<file path="src/rtl/booth_pp_accumulator_pkg.sv">
// Shared constants for the radix-4 Booth multiply path: select codes,
// default widths and the accumulator FSM state encodings.
package booth_pp_accumulator_pkg;

    // Default operand and derived widths
    localparam int DIN_W_DEF  = 16;
    localparam int PP_W_DEF   = DIN_W_DEF + 1;
    localparam int PROD_W_DEF = 2 * DIN_W_DEF;

    // Booth digit select codes produced by the partial-product generator
    localparam logic [2:0] BOOTH_m2A = 3'd1;
    localparam logic [2:0] BOOTH_mA  = 3'd2;
    localparam logic [2:0] BOOTH_0   = 3'd3;
    localparam logic [2:0] BOOTH_pA  = 3'd4;
    localparam logic [2:0] BOOTH_p2A = 3'd5;

    // Accumulator FSM state encodings
    localparam logic [1:0] ST_IDLE  = 2'd0;
    localparam logic [1:0] ST_ACCUM = 2'd1;
    localparam logic [1:0] ST_DONE  = 2'd2;

endpackage

</file>
<file path="src/rtl/booth_pp_weight.sv">
// Turns one Booth partial-product beat into its weighted product-width term:
// sign-extend the body, add the negation correction bit, then shift left by
// two bits per digit position.
module booth_pp_weight
    import booth_pp_accumulator_pkg::*;
#(
    parameter int DIN_W  = DIN_W_DEF,
    parameter int IDX_W  = 3
) (
    input  logic [DIN_W:0]     pp_dout,
    input  logic               pp_sign,
    input  logic [IDX_W-1:0]   idx,
    output logic [2*DIN_W-1:0] weighted
);

    localparam int PP_W   = DIN_W + 1;
    localparam int PROD_W = 2 * DIN_W;

    logic [PROD_W-1:0] ext_s;
    logic [PROD_W-1:0] val_s;
    logic [IDX_W:0]    shamt_s;

    // Sign-extend, apply the +1 correction and weight by digit position (mod 2^PROD_W)
    always_comb begin
        ext_s    = {{(PROD_W - PP_W){pp_dout[PP_W-1]}}, pp_dout};
        val_s    = ext_s + {{(PROD_W - 1){1'b0}}, pp_sign};
        shamt_s  = {idx, 1'b0};
        weighted = val_s << shamt_s;
    end

endmodule

</file>
<file path="src/rtl/booth_pp_accumulator.sv">
// Sequential consumer of the radix-4 Booth partial-product stream. Accepts
// one beat per cycle, accumulates NUM_PP weighted beats into a signed
// product and hands it downstream over a valid/ready handshake. Stream
// protocol violations produce a single-cycle err pulse.
module booth_pp_accumulator
    import booth_pp_accumulator_pkg::*;
#(
    parameter int DIN_W = DIN_W_DEF
) (
    input  logic                 clk,
    input  logic                 rst,
    input  logic                 pp_valid,
    output logic                 pp_ready,
    input  logic [DIN_W:0]       pp_dout,
    input  logic                 pp_sign,
    input  logic                 pp_first,
    output logic                 prod_valid,
    input  logic                 prod_ready,
    output logic [2*DIN_W-1:0]   prod,
    output logic                 err
);

    localparam int PROD_W = 2 * DIN_W;
    localparam int NUM_PP = DIN_W / 2;
    // Keep the index at least one bit wide so NUM_PP == 1 still elaborates
    localparam int IDX_W  = (NUM_PP > 1) ? $clog2(NUM_PP) : 1;
    localparam logic [IDX_W-1:0] IDX_LAST = IDX_W'(NUM_PP - 1);
    localparam logic [IDX_W-1:0] IDX_ONE  = IDX_W'(1);
    localparam logic [IDX_W-1:0] IDX_ZERO = IDX_W'(0);

    logic [1:0]        state_q, state_d;
    logic [IDX_W-1:0]  idx_q,   idx_d;
    logic [PROD_W-1:0] acc_q,   acc_d;
    logic              err_q,   err_d;

    logic              pp_fire_s;
    logic [IDX_W-1:0]  w_idx_s;
    logic [PROD_W-1:0] w_val_s;

    assign pp_ready   = (state_q != ST_DONE);
    assign prod_valid = (state_q == ST_DONE);
    assign prod       = acc_q;
    assign err        = err_q;
    assign pp_fire_s  = pp_valid && pp_ready;

    // A first-marked beat always restarts at digit 0, whatever idx currently holds
    assign w_idx_s = pp_first ? IDX_ZERO : idx_q;

    booth_pp_weight #(
        .DIN_W (DIN_W),
        .IDX_W (IDX_W)
    ) u_weight (
        .pp_dout  (pp_dout),
        .pp_sign  (pp_sign),
        .idx      (w_idx_s),
        .weighted (w_val_s)
    );

    // Next-state, index, accumulator and error-pulse computation
    always_comb begin
        state_d = state_q;
        idx_d   = idx_q;
        acc_d   = acc_q;
        err_d   = 1'b0;
        case (state_q)
            ST_IDLE: begin
                if (pp_fire_s && pp_first) begin
                    acc_d = w_val_s;
                    if (NUM_PP == 1) begin
                        idx_d   = IDX_ZERO;
                        state_d = ST_DONE;
                    end else begin
                        idx_d   = IDX_ONE;
                        state_d = ST_ACCUM;
                    end
                end else if (pp_fire_s) begin
                    // Orphan beat with no product start: drop it and flag
                    err_d = 1'b1;
                end else begin
                    state_d = ST_IDLE;
                end
            end
            ST_ACCUM: begin
                if (pp_fire_s && pp_first) begin
                    // Restart: discard the partial sum and begin a new product
                    err_d   = 1'b1;
                    acc_d   = w_val_s;
                    idx_d   = IDX_ONE;
                    state_d = ST_ACCUM;
                end else if (pp_fire_s) begin
                    acc_d = acc_q + w_val_s;
                    if (idx_q == IDX_LAST) begin
                        idx_d   = IDX_ZERO;
                        state_d = ST_DONE;
                    end else begin
                        idx_d   = idx_q + IDX_ONE;
                        state_d = ST_ACCUM;
                    end
                end else begin
                    state_d = ST_ACCUM;
                end
            end
            ST_DONE: begin
                if (prod_ready) begin
                    state_d = ST_IDLE;
                end else begin
                    state_d = ST_DONE;
                end
            end
            default: begin
                state_d = ST_IDLE;
                idx_d   = IDX_ZERO;
                acc_d   = {PROD_W{1'b0}};
            end
        endcase
    end

    // State registers with synchronous, highest-priority reset
    always_ff @(posedge clk) begin
        if (rst) begin
            state_q <= ST_IDLE;
            idx_q   <= IDX_ZERO;
            acc_q   <= {PROD_W{1'b0}};
            err_q   <= 1'b0;
        end else begin
            state_q <= state_d;
            idx_q   <= idx_d;
            acc_q   <= acc_d;
            err_q   <= err_d;
        end
    end

endmodule

</file>
<file path="config.mk">
export PLATFORM = sky130hd
export DESIGN_NAME = booth_pp_accumulator
export DESIGN_NICKNAME = d
export VERILOG_FILES = /design/src/rtl/booth_pp_accumulator_pkg.sv /design/src/rtl/booth_pp_weight.sv /design/src/rtl/booth_pp_accumulator.sv
export SDC_FILE = /design/constraint.sdc
export NUM_CORES = 1
export LEC_CHECK = 0
export ABC_AREA = 1
export BUFFER_PORTS_ARGS = -buffer_cell sky130_fd_sc_hd__buf_2
export CORE_UTILIZATION = 35
export DETAILED_ROUTE_END_ITERATION = 10
export MAX_ROUTING_LAYER = met4
export SLEW_MARGIN = 20
export SYNTH_ARGS = -nofsm -noshare
export SYNTH_HDL_FRONTEND = slang
export SYNTH_SLANG_ARGS = --single-unit
export TNS_END_PERCENT = 5
</file>
<file path="constraint.sdc">
create_clock -name clk -period 3.4 [get_ports clk]
set_input_delay 0.68 -clock clk [delete_from_list [all_inputs] [get_ports clk]]
set_output_delay 0.68 -clock clk [all_outputs]
set_load 0.03 [all_outputs]
</file>
==> reports/results.ini <==
[critical_path]
rrSetupSlack_ns=0.23
path_common_cell=nand2_1
cp_slowest_cell=ha_4
path_class=primary input to flop
critPathBufInv=4
slowest_delay_ns=0.34
r2r_end=prod[8]
arrival_ns=3.67
endpoint=prod[28]
r2r_start=idx_q[0]
endpoint_kind=flop
reg2regPathDepth=16
crit_family=simple AND/OR/NAND/NOR gates
crit_fanout=6
worstSetupStartpointType=primary input
crit_cells=28
cp-startpoint=pp_dout[0]
worstPathRequired_ns=3.64

[routing]
wl_per_cell_um=16.3
vias=7155
ant_nets=0
dr.pass1.iters=5
first_iter_violations=533
drc=0
routed_wl_um=22100
drt-vias-per-instance=5.26

[global_route]
grt_pass1_vias=6499
grt_first_pass_wirelength_um=32900
grt_max_degree=25
grt.total_usage=0.295
grt_overflow_total=0
antenna_found_initial=0

[logic_synthesis]
yosysSeqAreaShare=0.149
ys_seq_elements=38
yosysTopAreaCellShare=0.235
muxShareOfSynthArea=0.00196
synthSimpleGateAreaFrac=0.459
synthAdderAreaFrac=0.0899
async_reset_ff_frac=0
synth_area_per_cell_um2=5.40
synth-compound-area-share=0.183
synth_area_mm2=0.00510
syn_nets=1002
ys_warn_count=0
synth_edf_count=0
synth_top_family_by_area=simple AND/OR/NAND/NOR gates
ys.flop_type=dfxtp_1
synth_top_area_cell=nand2_1
synthTopCellsByArea=nand2_1 (23%), dfxtp_1 (15%), nand3_1 (9.5%)
synthCells=943
yosysUniqueCellTypes=42
synth_xor_area_frac=0.0137

[cts]
insertion_delay_ns=0.31
clkSlewWorstSetupHoldPaths_ns=0.06
clockBufferDepth=2
cts_tree=yes
cts.sinks=38
cts_root_buffer=clkbuf_16
cts_htree_levels=2
cts_inserted_buffers=5

[sta]
max_freq_mhz=292
rsz0062_at_grt=yes
slew_violations=0
layout_setup_ws_ns=-0.0304
worst_pin_slew_ns=0.643
period_minus_slack_ns=3.43
hold_ws_ns=0.488
fin_skew_ns=0.00882
finalHoldViolCount=0
finalCritPeriodShare=1.01
slew_headroom=0.571
setup_viol=3

[cells_and_area]
antenna_cells=0
area_growth_pct=62.4
finish.utilization=0.589
drive_gt1_frac=0.424
final_common_cell=nand2_1
final_nets=1238
final_cell_mix=nand2_1 (255), buf_4 (190), inv_1 (101)
postLayoutCellArea_mm2=0.00828

[power_and_ir_drop]
power_density_mw_per_mm2=307
power_uw=2540
peakVddDrop_mv=0.218
p_leak_uw=0.00426

[status]
violations=negative setup slack
status=finished, violations left

[hold_path]
hold_path.startpoint=idx_q[1]
hold_class=flop to flop

[floorplan]
die-area_mm2=0.0150
fp.coreArea_mm2=0.0140
die_w_um=123
initial_core_util=0.363
die_y_um=123
num_rows=43
io_pins=58

[placement]
routabilityCongestion=0.996
dp_hpwl_um=16400
dpl_worst_slack_ns=-0.865
place_area_mm2=0.00690
place.port_buffers=57

[flow_run]
max-cap-violations=0

-- kinds of logic after synthesis --
family / count (synthesis)
simple gates: 553
mux: 1
fa+ha+maj: 36
compound gates: 171
xor+xnor: 8
flops: 38
buf+inv: 136
-- worst min-delay path: cells and delay by family, from the launching register on --
family           cells  cell delay [ns]
AO/OA/AOI/OAI        1             0.05
flip-flops           1             0.32
AND/OR/NAND/NOR      1             0.07
-- final cells by class --
type | count | area [µm²]
clock buffer | 7 | 143
clock inverter | 1 | 5.00
fill | 1418 | 5770
inverter | 114 | 430
multi-input combinational | 769 | 4940
sequential | 38 | 761
tap | 180 | 225
timing repair buffer | 251 | 1770
-- metal layers --
metal  vias up  share of wire  track usage
met4         0          0.025       0.0976
met1      3286           0.46        0.388
met3        41          0.058       0.0349
met5         -              0            -
li1       3578              -            -
met2       250           0.46        0.468
-- worst min-delay path by stage --
stage	to	slack [ns]	cells after the start
6_report	idx_q[1]	0.49	2
5_1_grt	prod[2]	0.50	2
4_1_cts	idx_q[1]	0.49	2
3_5_place_dp	idx_q[1]	0.48	2
3_3_place_gp	prod[3]	0.48	2
2_1_floorplan	idx_q[1]	0.46	2
-- sequential cells by signal, indices dropped and copies added (netlist names) --
register	flops
err	1
idx_q	3
prod	32
state_q	2
-- metrics by stage --
stage                     setup TNS (ns)  instances
after detailed placement          -15.24       1341
after global placement            -14.91       1341
final                            -0.0567       1360
after global routing               -3.71       1360
after CTS                         -0.174       1352
after floorplan                        0        943
-- Yosys cell counts, types with 3 or more instances --
cell        n
inv_1     109
and2_1      4
xor2_1      3
xnor2_1     5
inv_2       5
a31oi_1     7
nand3b_1    7
clkbuf_1   10
nand2_1   319
ha_1       35
o21bai_1   10
a21o_1      3
buf_2       5
buf_4       3
dfxtp_1    38
a21oi_1    67
nor2_2      5
nand4_1    14
nor3_1     12
o21ai_0    64
nor2_1     84
buf_1       4
o21ai_1     8
nand3_1    97
a211oi_1    3
-- repair_timing --
action,in CTS,in global routing
setup buffers,3,8
gates resized for setup,100,206
pin swaps,28,77
endpoints found under the setup margin,24,27
hold buffers,0,0
-- report_power, final --
group          total, µW  leakage (µW)  switching [µW]  internal (µW)
clock                515     0.0000739             223            292
combinational       1500       0.00387             860            643
sequential           524      0.000312            42.1            482
total               2540       0.00426            1120           1420
Power figures use the tool's default switching activity.
